[config.mk]
export PLATFORM = sky130hd
export DESIGN_NAME = qubit_dispatcher
export DESIGN_NICKNAME = d
export VERILOG_FILES = /design/src/rtl/qubit_dispatcher.sv
export SDC_FILE = /design/constraint.sdc
export NUM_CORES = 1
export LEC_CHECK = 0
export CORE_UTILIZATION = 50
export CTS_BUF_LIST = sky130_fd_sc_hd__clkbuf_16
export DETAILED_ROUTE_END_ITERATION = 6
export GPL_ROUTABILITY_DRIVEN = 1
export PLACE_DENSITY_LB_ADDON = 0.08
export SETUP_SLACK_MARGIN = 0.15
export SLEW_MARGIN = 15
export SYNTH_ARGS = -nofsm -noshare
export SYNTH_HDL_FRONTEND = slang
export SYNTH_SLANG_ARGS = --single-unit
[constraint.sdc]
create_clock -name clk -period 7.06 [get_ports clk]
set_clock_uncertainty 0.2 [all_clocks]
set_input_delay 1.059 -clock clk [delete_from_list [all_inputs] [get_ports clk]]
set_output_delay 1.059 -clock clk [all_outputs]
set_load 0.1 [all_outputs]
[src/rtl/qubit_dispatcher.sv]
// qubit_dispatcher: timed in-order issue stage. Buffers scheduled instruction
// words in a FIFO. The head word issues once the local timestamp reaches its
// start time and its target FPGAs are idle. Each issue keeps the FPGAs it
// used busy for OP_LATENCY cycles.
module qubit_dispatcher #(
    parameter int NUM_FPGA           = 64,
    parameter int NUM_QUBIT_PER_FPGA = 64,
    parameter int FIFO_DEPTH         = 8,
    parameter int OP_LATENCY         = 4,
    localparam int FW = $clog2(NUM_FPGA),
    localparam int QL = $clog2(NUM_QUBIT_PER_FPGA),
    localparam int Q  = $clog2(NUM_FPGA * NUM_QUBIT_PER_FPGA),
    localparam int W  = 3 * Q + 22
) (
    input  logic                clk,
    input  logic                rst_n,
    input  logic                in_valid,
    output logic                in_ready,
    input  logic [W-1:0]        in_instr,
    input  logic                time_en,
    output logic [15:0]         curr_time,
    output logic                issue_valid,
    output logic [FW-1:0]       issue_fpga,
    output logic [1:0]          issue_op,
    output logic [Q-1:0]        issue_op1,
    output logic [Q-1:0]        issue_op2,
    output logic [Q-1:0]        issue_dest,
    output logic [NUM_FPGA-1:0] fpga_busy,
    output logic                late_err
);

    localparam int AW = $clog2(FIFO_DEPTH);
    localparam int CW = $clog2(OP_LATENCY + 1);

    typedef enum logic [1:0] {S_IDLE, S_WAIT, S_ISSUE} state_t;

    state_t            state, state_nxt;
    logic [W-1:4]      mem [FIFO_DEPTH];
    logic [AW-1:0]     wr_ptr, rd_ptr;
    logic [AW:0]       count;
    logic [CW-1:0]     busy_cnt [NUM_FPGA];
    logic              head_late;

    logic              push, wr_en, pop;
    logic [W-1:4]      head;
    logic [1:0]        h_op;
    logic [Q-1:0]      h_op1, h_op2, h_dest;
    logic [15:0]       h_start, diff;
    logic [FW-1:0]     h_f1, h_f2, h_fd;
    logic              h_two, due, late, head_free;

    // Status bits [2:0] carry no meaning for dispatch.
    logic unused_status;
    assign unused_status = &{1'b0, in_instr[2:0]};

    assign push  = in_valid & in_ready;
    assign wr_en = push & in_instr[3];
    assign pop   = (state == S_ISSUE);

    assign head    = mem[rd_ptr];
    assign h_op    = head[W-1:W-2];
    assign h_op1   = head[W-3:2*Q+20];
    assign h_op2   = head[2*Q+19:Q+20];
    assign h_dest  = head[Q+19:20];
    assign h_start = head[19:4];
    assign h_f1    = h_op1[Q-1:QL];
    assign h_f2    = h_op2[Q-1:QL];
    assign h_fd    = h_dest[Q-1:QL];
    assign h_two   = h_op[1];

    assign diff      = h_start - curr_time;
    assign due       = (diff == 16'd0);
    assign late      = diff[15];
    assign head_free = !fpga_busy[h_fd] &&
                       (!h_two || (!fpga_busy[h_f1] && !fpga_busy[h_f2]));

    assign in_ready = (count < (AW+1)'(FIFO_DEPTH));

    // FIFO storage; contents need no reset since pointers define validity.
    always_ff @(posedge clk) begin
        if (wr_en) mem[wr_ptr] <= in_instr[W-1:4];
    end

    // FIFO pointers and occupancy.
    always_ff @(posedge clk or negedge rst_n) begin
        if (!rst_n) begin
            wr_ptr <= '0;
            rd_ptr <= '0;
            count  <= '0;
        end else begin
            if (wr_en) wr_ptr <= wr_ptr + 1'b1;
            if (pop)   rd_ptr <= rd_ptr + 1'b1;
            if (wr_en && !pop)      count <= count + 1'b1;
            else if (!wr_en && pop) count <= count - 1'b1;
        end
    end

    // Free-running timestamp, gated by time_en.
    always_ff @(posedge clk or negedge rst_n) begin
        if (!rst_n) curr_time <= '0;
        else if (time_en) curr_time <= curr_time + 16'd1;
    end

    // FSM state register.
    always_ff @(posedge clk or negedge rst_n) begin
        if (!rst_n) state <= S_IDLE;
        else        state <= state_nxt;
    end

    // Next-state logic.
    always_comb begin
        state_nxt = state;
        unique case (state)
            S_IDLE:  if (count != '0) state_nxt = S_WAIT;
            S_WAIT:  if ((due || late) && head_free) state_nxt = S_ISSUE;
            S_ISSUE: state_nxt = (count > (AW+1)'(1) || wr_en) ? S_WAIT : S_IDLE;
            default: state_nxt = S_IDLE;
        endcase
    end

    // Lateness is judged when WAIT commits, since curr_time may advance
    // during the ISSUE cycle itself.
    always_ff @(posedge clk or negedge rst_n) begin
        if (!rst_n) begin
            head_late <= 1'b0;
            late_err  <= 1'b0;
        end else begin
            if (state == S_WAIT && state_nxt == S_ISSUE) head_late <= late;
            if (state == S_ISSUE && head_late) late_err <= 1'b1;
        end
    end

    // Per-FPGA busy counters: load on issue, otherwise count down to zero.
    always_ff @(posedge clk or negedge rst_n) begin
        if (!rst_n) begin
            for (int unsigned k = 0; k < NUM_FPGA; k++) busy_cnt[k] <= '0;
        end else begin
            for (int unsigned k = 0; k < NUM_FPGA; k++) begin
                if (pop && (FW'(k) == h_fd ||
                            (h_two && (FW'(k) == h_f1 || FW'(k) == h_f2))))
                    busy_cnt[k] <= CW'(OP_LATENCY);
                else if (busy_cnt[k] != '0)
                    busy_cnt[k] <= busy_cnt[k] - 1'b1;
            end
        end
    end

    // Busy flags derived from the counters.
    always_comb begin
        fpga_busy = '0;
        for (int unsigned k = 0; k < NUM_FPGA; k++)
            fpga_busy[k] = (busy_cnt[k] != '0);
    end

    // Issue port: head fields during ISSUE, zero otherwise.
    always_comb begin
        issue_valid = (state == S_ISSUE);
        issue_fpga  = '0;
        issue_op    = '0;
        issue_op1   = '0;
        issue_op2   = '0;
        issue_dest  = '0;
        if (issue_valid) begin
            issue_fpga = h_fd;
            issue_op   = h_op;
            issue_op1  = h_op1;
            issue_op2  = h_op2;
            issue_dest = h_dest;
        end
    end

endmodule
Yosys cells after proc, flatten, opt, wreduce, memory -nomap -nowiden
Memories as Yosys holds them, arrays and structs flattened.
Cells that the tools add are included.

cells by class
  $add $sub $neg = 70
  magnitude comparators = 5
  equality and inequality tests = 192
  multiplexer cells = 147
  bitwise operators = 2
  reduce and logical (&&, ||, !) cells = 407

operator list
  kind                     number
  $eq A6 B6 Y1 const A     96
  $mux W3                  128
  $eq A5 B6 Y1 const A     48
  $reduce_bool A3 Y1       64
  $sub A3 B1 Y3 const B    64
  $eq A4 B6 Y1 const A     24
  $logic_and A1 B1 Y1      135
  $logic_or A1 B1 Y1       131
  $reduce_bool A2 Y1       65
  $eq A3 B6 Y1 const A     12
  $eq A2 B6 Y1 const A     6
  $mux W12                 3
  $lt A6 B7 Y1 const B     3
  $bmux W1 S6              3
  $eq A1 B6 Y1 const A     3
  $logic_not A6 Y1         3
  $add A16 B1 Y16 const B  1
  $logic_not A16 Y1        1
  $sub A16 B16 Y16         1
  $mux W4                  2
  $add A3 B1 Y3 const B    2
  $logic_not A1 Y1         6
  $mux W1                  6
  $mux W2                  3
  11 further kinds         13

word-level totals
  register bits after elaboration = 222
  memory bits (writable) = 432
  logic and storage cells = 895
  memories = 1

memories
  name  depth  bits a word  rd ports  clocked after Yosys merged registers in  write ports  line  text
  mem   8      54           1         0                                        1            38    logic [W-1:4] mem [FIFO_DEPTH];

Logic depth before layout (Yosys ltp)
Gate-level depths: netlist of the first run.

  word-level depth = 12
  gate-level depth with buffers = 21
  depth with buffers taken out = 14

Least setup slack after synthesis of the first run
Ideal clock, no wire load.

  kind = input to register
  start point = input in_instr[3]
  end point = memory mem[0][0] (netlist name) (enable)
  library setup time = 532 ps
  arrival = 5183 ps
  data required time = 6328 ps
  path slack = 1144 ps
  stages = 3
  path buffers = 0
  cell sequence = nand2_1 -> or3_1 -> nor3_1

between the ends
  longest elaborated chain between the ends = 3

RTL lines
  what                           line  text
  start: declaration             19    input logic [W-1:0] in_instr,
  $and A1 B1 Y1                  57    assign wr_en = push & in_instr[3];
  $mux W1                        81    if (wr_en) mem[wr_ptr] <= in_instr[W-1:4];
  $mux W1 (not written as such)  81
  end: declaration               38

Every way passes these cells.

Worst setup path in the final report of the first run
  start point = register rd_ptr[0]
  end point = output issue_fpga[0]

between the ends
  longest elaborated chain between the ends = 2

RTL lines
  what                      line  text
  start: declaration        39    logic [AW-1:0] wr_ptr, rd_ptr;
  start signal: assignment  92    if (pop) rd_ptr <= rd_ptr + 1'b1;
  $mem_v2 Z8 W54            -
  $mux W6                   163   if (issue_valid) begin
  end: declaration          23    output logic [FW-1:0] issue_fpga,

Every way passes these cells.

==> results of run 1 <==
-- worst min path at each step --
stage / start / to / slack (ns) / cells after the start
floorplan: head_late / late_err / 0.25 / 1
global placement: late_err / late_err / 0.24 / 1
detailed placement: late_err / late_err / 0.26 / 1
CTS: rst_n / busy_cnt[168] / 0.26 / 1
global route: rst_n / busy_cnt[168] / 0.30 / 1
finish: rst_n / busy_cnt[168] / 0.23 / 1
-- cells in the final DEF, fill, tap and decap left out, types with 15 or more instances in the layout --
master	Yosys	layout
nand2_1	133	133
nand3_1	36	36
o211ai_1	19	19
ha_1	150	150
nor2b_1	54	54
buf_4	13	43
nand4_1	15	15
o22ai_1	58	58
dfrtp_1	222	219
a211oi_1	48	48
mux2i_1	140	138
o21ai_0	43	41
and2_1	34	34
edfxtp_1	432	432
o211a_1	29	29
a211o_1	35	35
nor3_1	22	19
xnor2_1	82	82
nor2_1	266	260
a21oi_1	40	40
clkbuf_16	0	71
nand2b_1	73	72
mux4_2	98	98
a22oi_1	64	64
mux2_2	37	37
clkdlybuf4s50_1	0	184
inv_1	179	193
-- logic make-up after synthesis --
| kind of cell | count (synthesis) | synth area share |
|---|---|---|
| multiplexers | 280 | 0.123 |
| flip-flops | 654 | 0.557 |
| adder cells (fa/ha/maj) | 151 | 0.0570 |
| AND/OR/NAND/NOR | 695 | 0.0999 |
| buffers and inverters | 328 | 0.0411 |
| AO/OA/AOI/OAI | 448 | 0.0988 |
| XOR/XNOR | 88 | 0.0232 |
-- sequential cells by signal (all words and copies together) (netlist names) --
register   count
rd_ptr         3
busy_cnt     192
head_late      1
late_err       1
count          4
curr_time     16
wr_ptr         3
mem          432
state          2
-- cell type report --
class	instances	area share
Antenna cell	1	0.0000655
Clock buffer	71	0.0465
Clock inverter	52	0.0116
Inverter	181	0.0178
Multi-Input combinational cell	1662	0.352
Sequential cell	654	0.485
Tap cell	864	0.0283
Timing Repair Buffer	231	0.0586
-- where the power goes --
part	internal, W	total, W	switching (W)
Combinational	0.00317	0.00862	0.00545
Sequential	0.00492	0.00547	0.000555
Clock	0.00200	0.00356	0.00156
-- cells in the mapped netlist, types with 35 or more instances --
master / count
xnor2_1: 82
o22ai_1: 58
nand3_1: 36
a211o_1: 35
dfrtp_1: 222
inv_1: 179
edfxtp_1: 432
mux2_2: 37
ha_1: 150
a22oi_1: 64
mux4_2: 98
clkbuf_1: 94
nand2b_1: 73
nor2b_1: 54
nand2_1: 133
nor2_1: 266
a21oi_1: 40
mux2i_1: 140
a211oi_1: 48
o21ai_0: 43
-- routing by layer --
| layer | GRT usage | vias to the layer above | share of wire |
|---|---|---|---|
| met4 | 0.111 | 8 | 0.039 |
| met1 | 0.333 | 11100 | 0.40 |
| met2 | 0.446 | 735 | 0.49 |
| li1 | - | 10000 | - |
| met3 | 0.0462 | 208 | 0.063 |
| met5 | 0 | - | 0.00070 |
-- stage by stage --
stage	area, um^2	total power (W)
finish	38200	0.0177
global route	38200	0.0186
CTS	38200	0.0177
detailed placement	36000	0.0141
global placement	36000	0.0138
floorplan	33300	0.0119
==> reports/results.md, run 1 <==
• 3 — maximum clock path buffer count
• 0 — Setup Fix Bufs, Post-CTS
• 0 — number of gates resized after cts
• 0 — Post-CTS Hold Buffers
• buf_12, and2_1, a22oi_1, nand2_1, nor2_1, clkdlybuf4s50_1 — worst-path cell chain
• 5 — antenna violations before repair
• 5.94 — DR vias/cell
• 23.8 um — average wire per cell in the routed design
• finished, final reports clean — status
• 260 um — die span in x
• edfxtp_1 — largest area contributor in the synthesized netlist
• 0.506 — Starting Density
• register — startpoint type of the worst setup path
• 0.927 ns — setup ws final
• 0.62 ns — clock latency on the worst-skew pair
• 133000 um — wire length of the first global-routing pass
• clkdlybuf4s50_1 — Slowest cell on crit path
• 0.234 ns — final worst hold slack
• 33300 um^2 — Post-Syn Area
• 0 — Max Cap Violations
• 140 — largest net degree at the start of global routing
• 12.6 um^2 — mean cell area of the mapped netlist
• 0 — yosys synthesis warning count
• buffers and inverters — Top delay family on crit path
• 0.339 — proportion of register bits with asynchronous set or reset after synthesis
• false — setup repair after global routing missed its margin
• 0.112 — share of final-layout standard cells stronger than drive strength 1
• primary output — Setup crit end kind
• 2644 — cell count after synthesis
• 1.52 ns — slack of the worst reg-to-reg path
• 0.581 — final core utilization
• 1638 — DRT iter0 DRCs
• 0.162 — headroom to the max-slew limit
• 14 — number of cells on the worst reg-to-reg path
• rd_ptr[0] — Crit. Startpoint
• 654 — synthesized flop and latch total
• 0.390 — share of the synthesized area in the top cell type
• 185 — total of buffers placed on input and output ports
• edfxtp_1 — commonest register cell after synthesis
• clkbuf_16 — Clock Tree Root
• 6.13 ns — clock period minus final worst setup slack
• 0.163 GHz — achievable clock frequency
• built — CTS tree
• 18500 um^2 — Seq. cell area
• 0 — final setup violating endpoints
• 432 — Post-synth EDFFs
• 4.87 ns — CP Data Arrival Time
• 71 — TritonCTS buffer count
• 1.26 ns — slew at the pin closest to its max-slew limit
• 94 — # rows
• 3716 — count of placed standard cells in the final layout, fillers left out
• 14.6 nW — leakage power
• 86 — number of different library cells in the post-synthesis netlist
• 0 — remaining global-route overflow
• 0.557 — share of synthesized area occupied by flip-flops and latches
• 51 — Worst Path Max Fanout
• 13500 um^2 — total area of multi-input combinational cells
• 0.984 — last weighted congestion value of the routability-driven placer
• 462 nW/um^2 — ratio of total power to cell area
• 3014 — NumNets Final
• in -> async — worst hold-check path type
• 0.06 ns — clock transition at the register clock pins on the worst setup and hold paths after CTS
• 0 — Hold Violations, Final
• reg -> out — CP Class
• edfxtp_1 (39%), dfrtp_1 (17%), mux4_2 (6.6%) — top cells by area, synth
• 67600 um^2 — Total Die Area
• 2857 — Net Count, Synth
• issue_fpga[0] — worst setup path end
• 0.869 — crit share post-route
• 22100 — via total after detailed routing
• 22400 — vias in the first global route
• 1.55 ns — minimum setup slack after placement
• 3 — maximum level of the CTS H-tree
• 5279 — fill count
• 0 — Routed Antenna Nets
• 2 — number of buffers and inverters on the critical path
• 88600 um — wirelength, routed
• 0 ns — Final TNS setup
• 65700 um^2 — Std-Cell Core Area
• 60000 um — post-DP HPWL
• 6 — cell count along the critical path
• head_late — Reg-to-Reg End
• 14.9% — area added between synthesis and finish
• 0.264 — overall global routing resource usage
• rd_ptr[0] — startpoint of the worst register-to-register path
• 0.218 mV — largest voltage drop on the vdd net
• 0 — Slew Limit Fails
• 189 — number of primary I/O pins
• 1.19 ns — Crit path largest cell delay
• 654 — TritonCTS sink count
• 3592 — post-placement cell count
• 0 — Remaining DRCs
• 5.80 ns — worst path required time
• 260 um — die extent in y
• 6 — Initial DRT Pass Iterations
Power figures use the tool's default switching activity.
==> run 2, diff against run 1 <==
--- a/config.mk
+++ b/config.mk
@@ -9,7 +9,9 @@
 export CTS_BUF_LIST = sky130_fd_sc_hd__clkbuf_16
 export DETAILED_ROUTE_END_ITERATION = 6
 export GPL_ROUTABILITY_DRIVEN = 1
+export GPL_TIMING_DRIVEN = 0
 export PLACE_DENSITY_LB_ADDON = 0.08
+export RECOVER_POWER = 100
 export SETUP_SLACK_MARGIN = 0.15
 export SLEW_MARGIN = 15
 export SYNTH_ARGS = -nofsm -noshare
==> run 2 against run 1 <==
Against the previous run: the flow now finishes with violations (capacitance limit, slew limit); combinational power rose by 4.2%; count of clock-buffer cells in the layout unchanged; final area up 1.3%; first-iteration DRC count up 17%; worst setup slack worse by 0.58 ns; clock power rose by 2%; sequential power fell by 3%; critical path type is now reg -> reg.
==> reports/results.md, run 2 (same netlist as run 1, synthesis figures left out) <==
• complete, but fails checks — status
• capacitance limit, slew limit — violations in the final reports
• 0 — final setup violating endpoints
• 6.71 ns — clock period minus final worst setup slack
• 22900 — vias in the first global route
• false — setup repair after global routing missed its margin
• 0 — Post-CTS Hold Buffers
• 0.107 — share of final-layout standard cells stronger than drive strength 1
• 0.61 ns — clock latency on the worst-skew pair
• 0.35 ns — slack of the worst reg-to-reg path
• 94 — # rows
• 0.202 — clock power share
• 260 um — die extent in y
• head_late — worst hold start
• 0.991 — last weighted congestion value of the routability-driven placer
• 6 — Initial DRT Pass Iterations
• reg -> reg — worst hold-check path type
• 71700 um — post-DP HPWL
• 20 — cell count along the critical path
• 144000 um — wire length of the first global-routing pass
• 340 — Slew Limit Fails
• edfxtp_1 (432), nor2_1 (265), dfrtp_1 (222), inv_1 (192), dlygate4sd3_1 (178) — top library cells by usage in the layout, fill and taps aside
• 70 — TritonCTS buffer count
• 3149 — NumNets Final
• 22800 — via total after detailed routing
• 67600 um^2 — Total Die Area
• 184 — total of buffers placed on input and output ports
• 0.506 — Starting Density
• -1.13 — headroom to the max-slew limit
• 0 ns — Final TNS setup
• 65700 um^2 — Std-Cell Core Area
• 8 — number of buffers and inverters on the critical path
• 0.501 — Comb power frac
• 0.06 ns — clock transition at the register clock pins on the worst setup and hold paths after CTS
• 0.297 — part of the total power dissipated in sequential elements
• 96300 um — wirelength, routed
• 0.149 GHz — achievable clock frequency
• mem — Largest Register
• buf_6, buf_6, buf_4, clkbuf_4, clkbuf_2, buf_4, clkbuf_2, mux4_2, mux2_2, ha_1, clkbuf_1, and3_1, a31oi_1, o21ai_1, or4_1, a2111oi_0, a41oi_1, nor2_2, nand3b_1, mux2_4 — worst-path cell chain
• built — CTS tree
• 3 — maximum level of the CTS H-tree
• buffers and inverters — Top delay family on crit path
• clkbuf_16 — Clock Tree Root
• 0 — Routed Antenna Nets
• reg -> reg — CP Class
• 10 — Worst Path Max Fanout
• 0.222 mV — largest voltage drop on the vdd net
• 12 — Max Cap Violations
• 1920 — DRT iter0 DRCs
• 103 — largest net degree at the start of global routing
• register — Setup crit end kind
• 654 — TritonCTS sink count
• head_late — Reg-to-Reg End
• head_late — worst setup path end
• 11 — antenna violations before repair
• 0.950 — crit share post-route
• register — startpoint type of the worst setup path
• 20 — number of cells on the worst reg-to-reg path
• 0.289 — overall global routing resource usage
• 0.0102 W — cell-internal power
• 3.19 ns — slew at the pin closest to its max-slew limit
• 0 — Hold Violations, Final
• 5.92 — DR vias/cell
• 0 — remaining global-route overflow
• 0 — Remaining DRCs
• 0.290 ns — final worst hold slack
• 25.0 um — average wire per cell in the routed design
• 6.99 ns — CP Data Arrival Time
• 260 um — die span in x
• mux4_2 — Slowest cell on crit path
• 432 — number of flip-flops in the largest register
• mem (432), busy_cnt (192), curr_time (16) — largest registers
• 16.4% — area added between synthesis and finish
• 7.34 ns — worst path required time
• rd_ptr[0] — startpoint of the worst register-to-register path
• rd_ptr[0] — Crit. Startpoint
• edfxtp_1 — most frequent standard cell in the layout excluding fill and tap cells
• 0.00776 W — switching power
• 463 nW/um^2 — ratio of total power to cell area
• 189 — number of primary I/O pins
• 0.433 — switching share of total power
• 3 — maximum clock path buffer count
• 14.9 nW — leakage power
• 0.55 ns — Crit path largest cell delay
## run 2: cell count changes in the layout (fill, tap and decap cells not counted), sizes merged, moves of 3 or more
cell / delta
bufinv: +3
clkbuf: +135
clkdlybuf4s50: -179
clkinv: +6
diode: +5
dlygate4sd3: +178
inv: -3
## run 2: how the worst min path moves through the flow
stage | to | slack (ns) | depth (start not counted)
3_5_place_dp | late_err | 0.27 | 1
2_1_floorplan | late_err | 0.25 | 1
3_3_place_gp | late_err | 0.27 | 1
6_report | late_err | 0.29 | 1
4_1_cts | busy_cnt[62] | 0.15 | 1
5_1_grt | late_err | 0.32 | 1
## run 2: area by class of cell
type | instances | area (um^2)
Inverter | 181 | 679
Tap cell | 864 | 1080
Multi-Input combinational cell | 1662 | 13400
Clock inverter | 56 | 512
Sequential cell | 654 | 18500
Timing Repair Buffer | 221 | 2020
Clock buffer | 71 | 1780
Fill cell | 5262 | 27000
Antenna cell | 6 | 15.0
Buffer | 146 | 703
## run 2: per-stage QoR
step | std cells | util | area [um^2] | power, W | worst slack (ns)
final | 3861 | 0.589 | 38700 | 0.0179 | 0.350
after floorplan | 2644 | - | 33300 | 0.0119 | 1.14
after global placement | 3692 | 0.551 | 36200 | 0.0141 | -4.82
after detailed placement | 3729 | 0.560 | 36800 | 0.0145 | -0.750
after CTS | 3856 | 0.595 | 39100 | 0.0181 | 0.154
after global routing | 3857 | 0.589 | 38700 | 0.0189 | 0.103
## run 2: routing by layer
layer  wire [um]  vias up  global-route usage  part of all wire
li1            -    10300                   -                 -
met1       39200    11500               0.365              0.41
met2       47300      782               0.492              0.49
met3        5890      228              0.0518             0.061
met5          62        -                   0           0.00064
met4        3840       10               0.114             0.040
## run 2: power by group through the flow
stage | Clock, W | Sequential [W] | Combinational, W
3_5_place_dp | 0 | 0.00540 | 0.00906
6_report | 0.00362 | 0.00533 | 0.00898
3_3_place_gp | 0 | 0.00538 | 0.00868
4_1_cts | 0.00371 | 0.00533 | 0.00911
5_1_grt | 0.00384 | 0.00543 | 0.00968
2_1_floorplan | 0 | 0.00545 | 0.00641
## run 2: repair_timing
item	in CTS	in global routing
gates resized for setup	18	5
hold endpoints to repair	0	0
buffers inserted	0	0
setup endpoints to repair	29	1
==> run 3, diff against run 2 <==
==> constraint.sdc (replaced) <==
create_clock -name clk -period 5.7 [get_ports clk]
set_clock_uncertainty 0.2 [all_clocks]
set_input_delay 0.855 -clock clk [delete_from_list [all_inputs] [get_ports clk]]
set_output_delay 0.855 -clock clk [all_outputs]
set_load 0.1 [all_outputs]
==> run 3 against run 2 <==
Against the previous run: the run still ends with capacitance limit, slew limit left; sequential share of layout area decreased by 0.33 points; first-iteration DRC count is 1.1% higher; combinational power grew 27%; routed wire length decreased by 0.20%; via count grew 0.27%; critical path depth stayed put; worst setup slack worse by 0.20 ns; utilization up 0.41 points; non-clock buffer count down 3; worst hold slack got worse by 0.026 ns; fmax is 21% higher; sequential cell count did not move; critical endpoint unchanged; highest routed layer unchanged.
==> reports/results.md, run 3 (same netlist as run 1, synthesis figures left out) <==
• 0.180 GHz — achievable clock frequency
• 3.27 ns — slew at the pin closest to its max-slew limit
• 0.506 — Starting Density
• 0.292 — part of the total power dissipated in sequential elements
• 0.430 — switching share of total power
• 0.116 — share of final-layout standard cells stronger than drive strength 1
• true — setup repair after global routing missed its margin
• 0.15 ns — slack of the worst reg-to-reg path
• 94 — # rows
• 143000 um — wire length of the first global-routing pass
• 0.00972 W — switching power
• 260 um — die span in x
• 36900 um^2 — post-place instance area
• 101 — largest net degree at the start of global routing
• 0.0226 W — Total Power Consumption
• 189 — number of primary I/O pins
• 223 — Slew Limit Fails
• 5.86 ns — CP Data Arrival Time
• 0.62 ns — clock latency on the worst-skew pair
• 70800 um — post-DP HPWL
• 23100 — vias in the first global route
• 0 — Remaining DRCs
• 432 — number of flip-flops in the largest register
• complete, but fails checks — status
• 14 — antenna violations before repair
• mem (432), busy_cnt (192), curr_time (16) — largest registers
• 5.55 ns — clock period minus final worst setup slack
• 3 — maximum clock path buffer count
• mem — Largest Register
• 67600 um^2 — Total Die Area
• edfxtp_1 — most frequent standard cell in the layout excluding fill and tap cells
• 25.0 um — average wire per cell in the routed design
• capacitance limit, slew limit — violations in the final reports
• 0.288 — overall global routing resource usage
• 3 — maximum level of the CTS H-tree
• 14.9 nW — leakage power
• clkbuf_16 — Clock Tree Root
• 260 um — die extent in y
• built — CTS tree
• 0.505 — Comb power frac
• 0.06 ns — clock transition at the register clock pins on the worst setup and hold paths after CTS
• 10 — Worst Path Max Fanout
• 17.2% — area added between synthesis and finish
• 0 — Routed Antenna Nets
• 5.95 — DR vias/cell
• reg -> reg — worst hold-check path type
• edfxtp_1 (432), nor2_1 (266), dfrtp_1 (222), inv_1 (190), dlygate4sd3_1 (150) — top library cells by usage in the layout, fill and taps aside
• 184 — total of buffers placed on input and output ports
• 96200 um — wirelength, routed
• 0 — Hold Violations, Final
• 0.203 — clock power share
• 65700 um^2 — Std-Cell Core Area
• 0 — remaining global-route overflow
• 579 nW/um^2 — ratio of total power to cell area
• 3146 — NumNets Final
• 0.974 — crit share post-route
• 7 — Initial DRT Pass Iterations
• 0 — final setup violating endpoints
• 12 — Max Cap Violations
• 1.01 — last weighted congestion value of the routability-driven placer
• 6.01 ns — worst path required time
• 0.329 mV — largest voltage drop on the vdd net
• -1.18 — headroom to the max-slew limit
• 654 — TritonCTS sink count
• register — Setup crit end kind
• reg -> reg — CP Class
• 39000 um^2 — final design instance area without fill
• 22900 — via total after detailed routing
• register — startpoint type of the worst setup path
• 1942 — DRT iter0 DRCs
• 70 — TritonCTS buffer count
• 0.0129 W — cell-internal power
-- run 3: cell count changes in the layout (fill, tap and decap cells not counted), moves of 4 or more --
cell | before | now
buf_12 | 1 | 8
buf_8 | 1 | 5
clkbuf_1 | 126 | 134
dlygate4sd3_1 | 178 | 150
clkbuf_4 | 1 | 5
buf_2 | 17 | 13
buf_6 | 6 | 10
-- run 3: what timing repair did --
| item | 4_1_cts | 5_1_grt |
|---|---|---|
| hold endpoints to repair | 54 | 0 |
| hold buffers | 1 | 0 |
| pin swaps | 2 | 4 |
| setup endpoints to repair | 35 | 29 |
| gates resized for setup | 94 | 44 |
| buffers inserted | 1 | 4 |
-- run 3: layout make-up --
cell class / instances / area, um^2
multi-input cells: 1662 / 13600
fillers: 5295 / 26700
plain buffers: 146 / 887
flip-flops and latches: 654 / 18500
clock buffers: 73 / 1830
well taps: 864 / 1080
inverters: 181 / 679
repair buffers: 218 / 1940
clock inverters: 50 / 495
diodes: 3 / 7.51
-- run 3: power by group through the flow --
stage / logic, W / registers, W / clock network, W
2_1_floorplan: 0.00794 / 0.00674 / 0
3_3_place_gp: 0.0107 / 0.00667 / 0
3_5_place_dp: 0.0112 / 0.00670 / 0
4_1_cts: 0.0114 / 0.00660 / 0.00467
5_1_grt: 0.0122 / 0.00672 / 0.00485
6_report: 0.0114 / 0.00660 / 0.00458
-- run 3: worst paths after layout --
check | start | end | cells past startpoint
max in group asynchronous | rst_n | busy_cnt[132] | 2
min in group asynchronous | rst_n | busy_cnt[179] | 2
min reg2reg | late_err | late_err | 1
max | rd_ptr[0] | head_late | 20
min | late_err | late_err | 1
max reg2reg | rd_ptr[0] | head_late | 20
-- run 3: layer usage --
layer	wire length (um)	vias up	share of wire	global-route usage
met1	37900	11500	0.39	0.356
met2	48100	812	0.50	0.497
met5	114	-	0.0012	0
met3	5910	226	0.061	0.0493
met4	4090	18	0.043	0.120
li1	-	10300	-	-
-- run 3: critical path: stages (launching register included) --
cell and delay (ns):
dfrtp_1 0.37, buf_6 0.15, buf_12 0.15, buf_12 0.13
buf_8 0.16, buf_12 0.16, buf_12 0.16, buf_12 0.16
mux4_2 0.56, mux2i_4 0.21, inv_1 0.07, ha_1 0.26
nor2b_1 0.14, o2111ai_1 0.31, a21oi_1 0.19, or4_4 0.52
a2111oi_4 0.33, a41oi_2 0.24, nor2_1 0.29, nand3b_1 0.27
mux2_4 0.38
-- run 3: per-stage QoR --
step	util	instances	setup TNS, ns	setup slack, ns	hold slack (ns)
after floorplan	-	2644	0	0.363	0.250
after global placement	0.551	3692	-1990.47	-6.13	0.237
after detailed placement	0.561	3720	-14.14	-1.92	0.255
after CTS	0.599	3844	-0.0588	-0.0588	0.270
after global routing	0.593	3849	-0.00161	-0.00161	0.305
final	0.593	3851	0	0.148	0.264
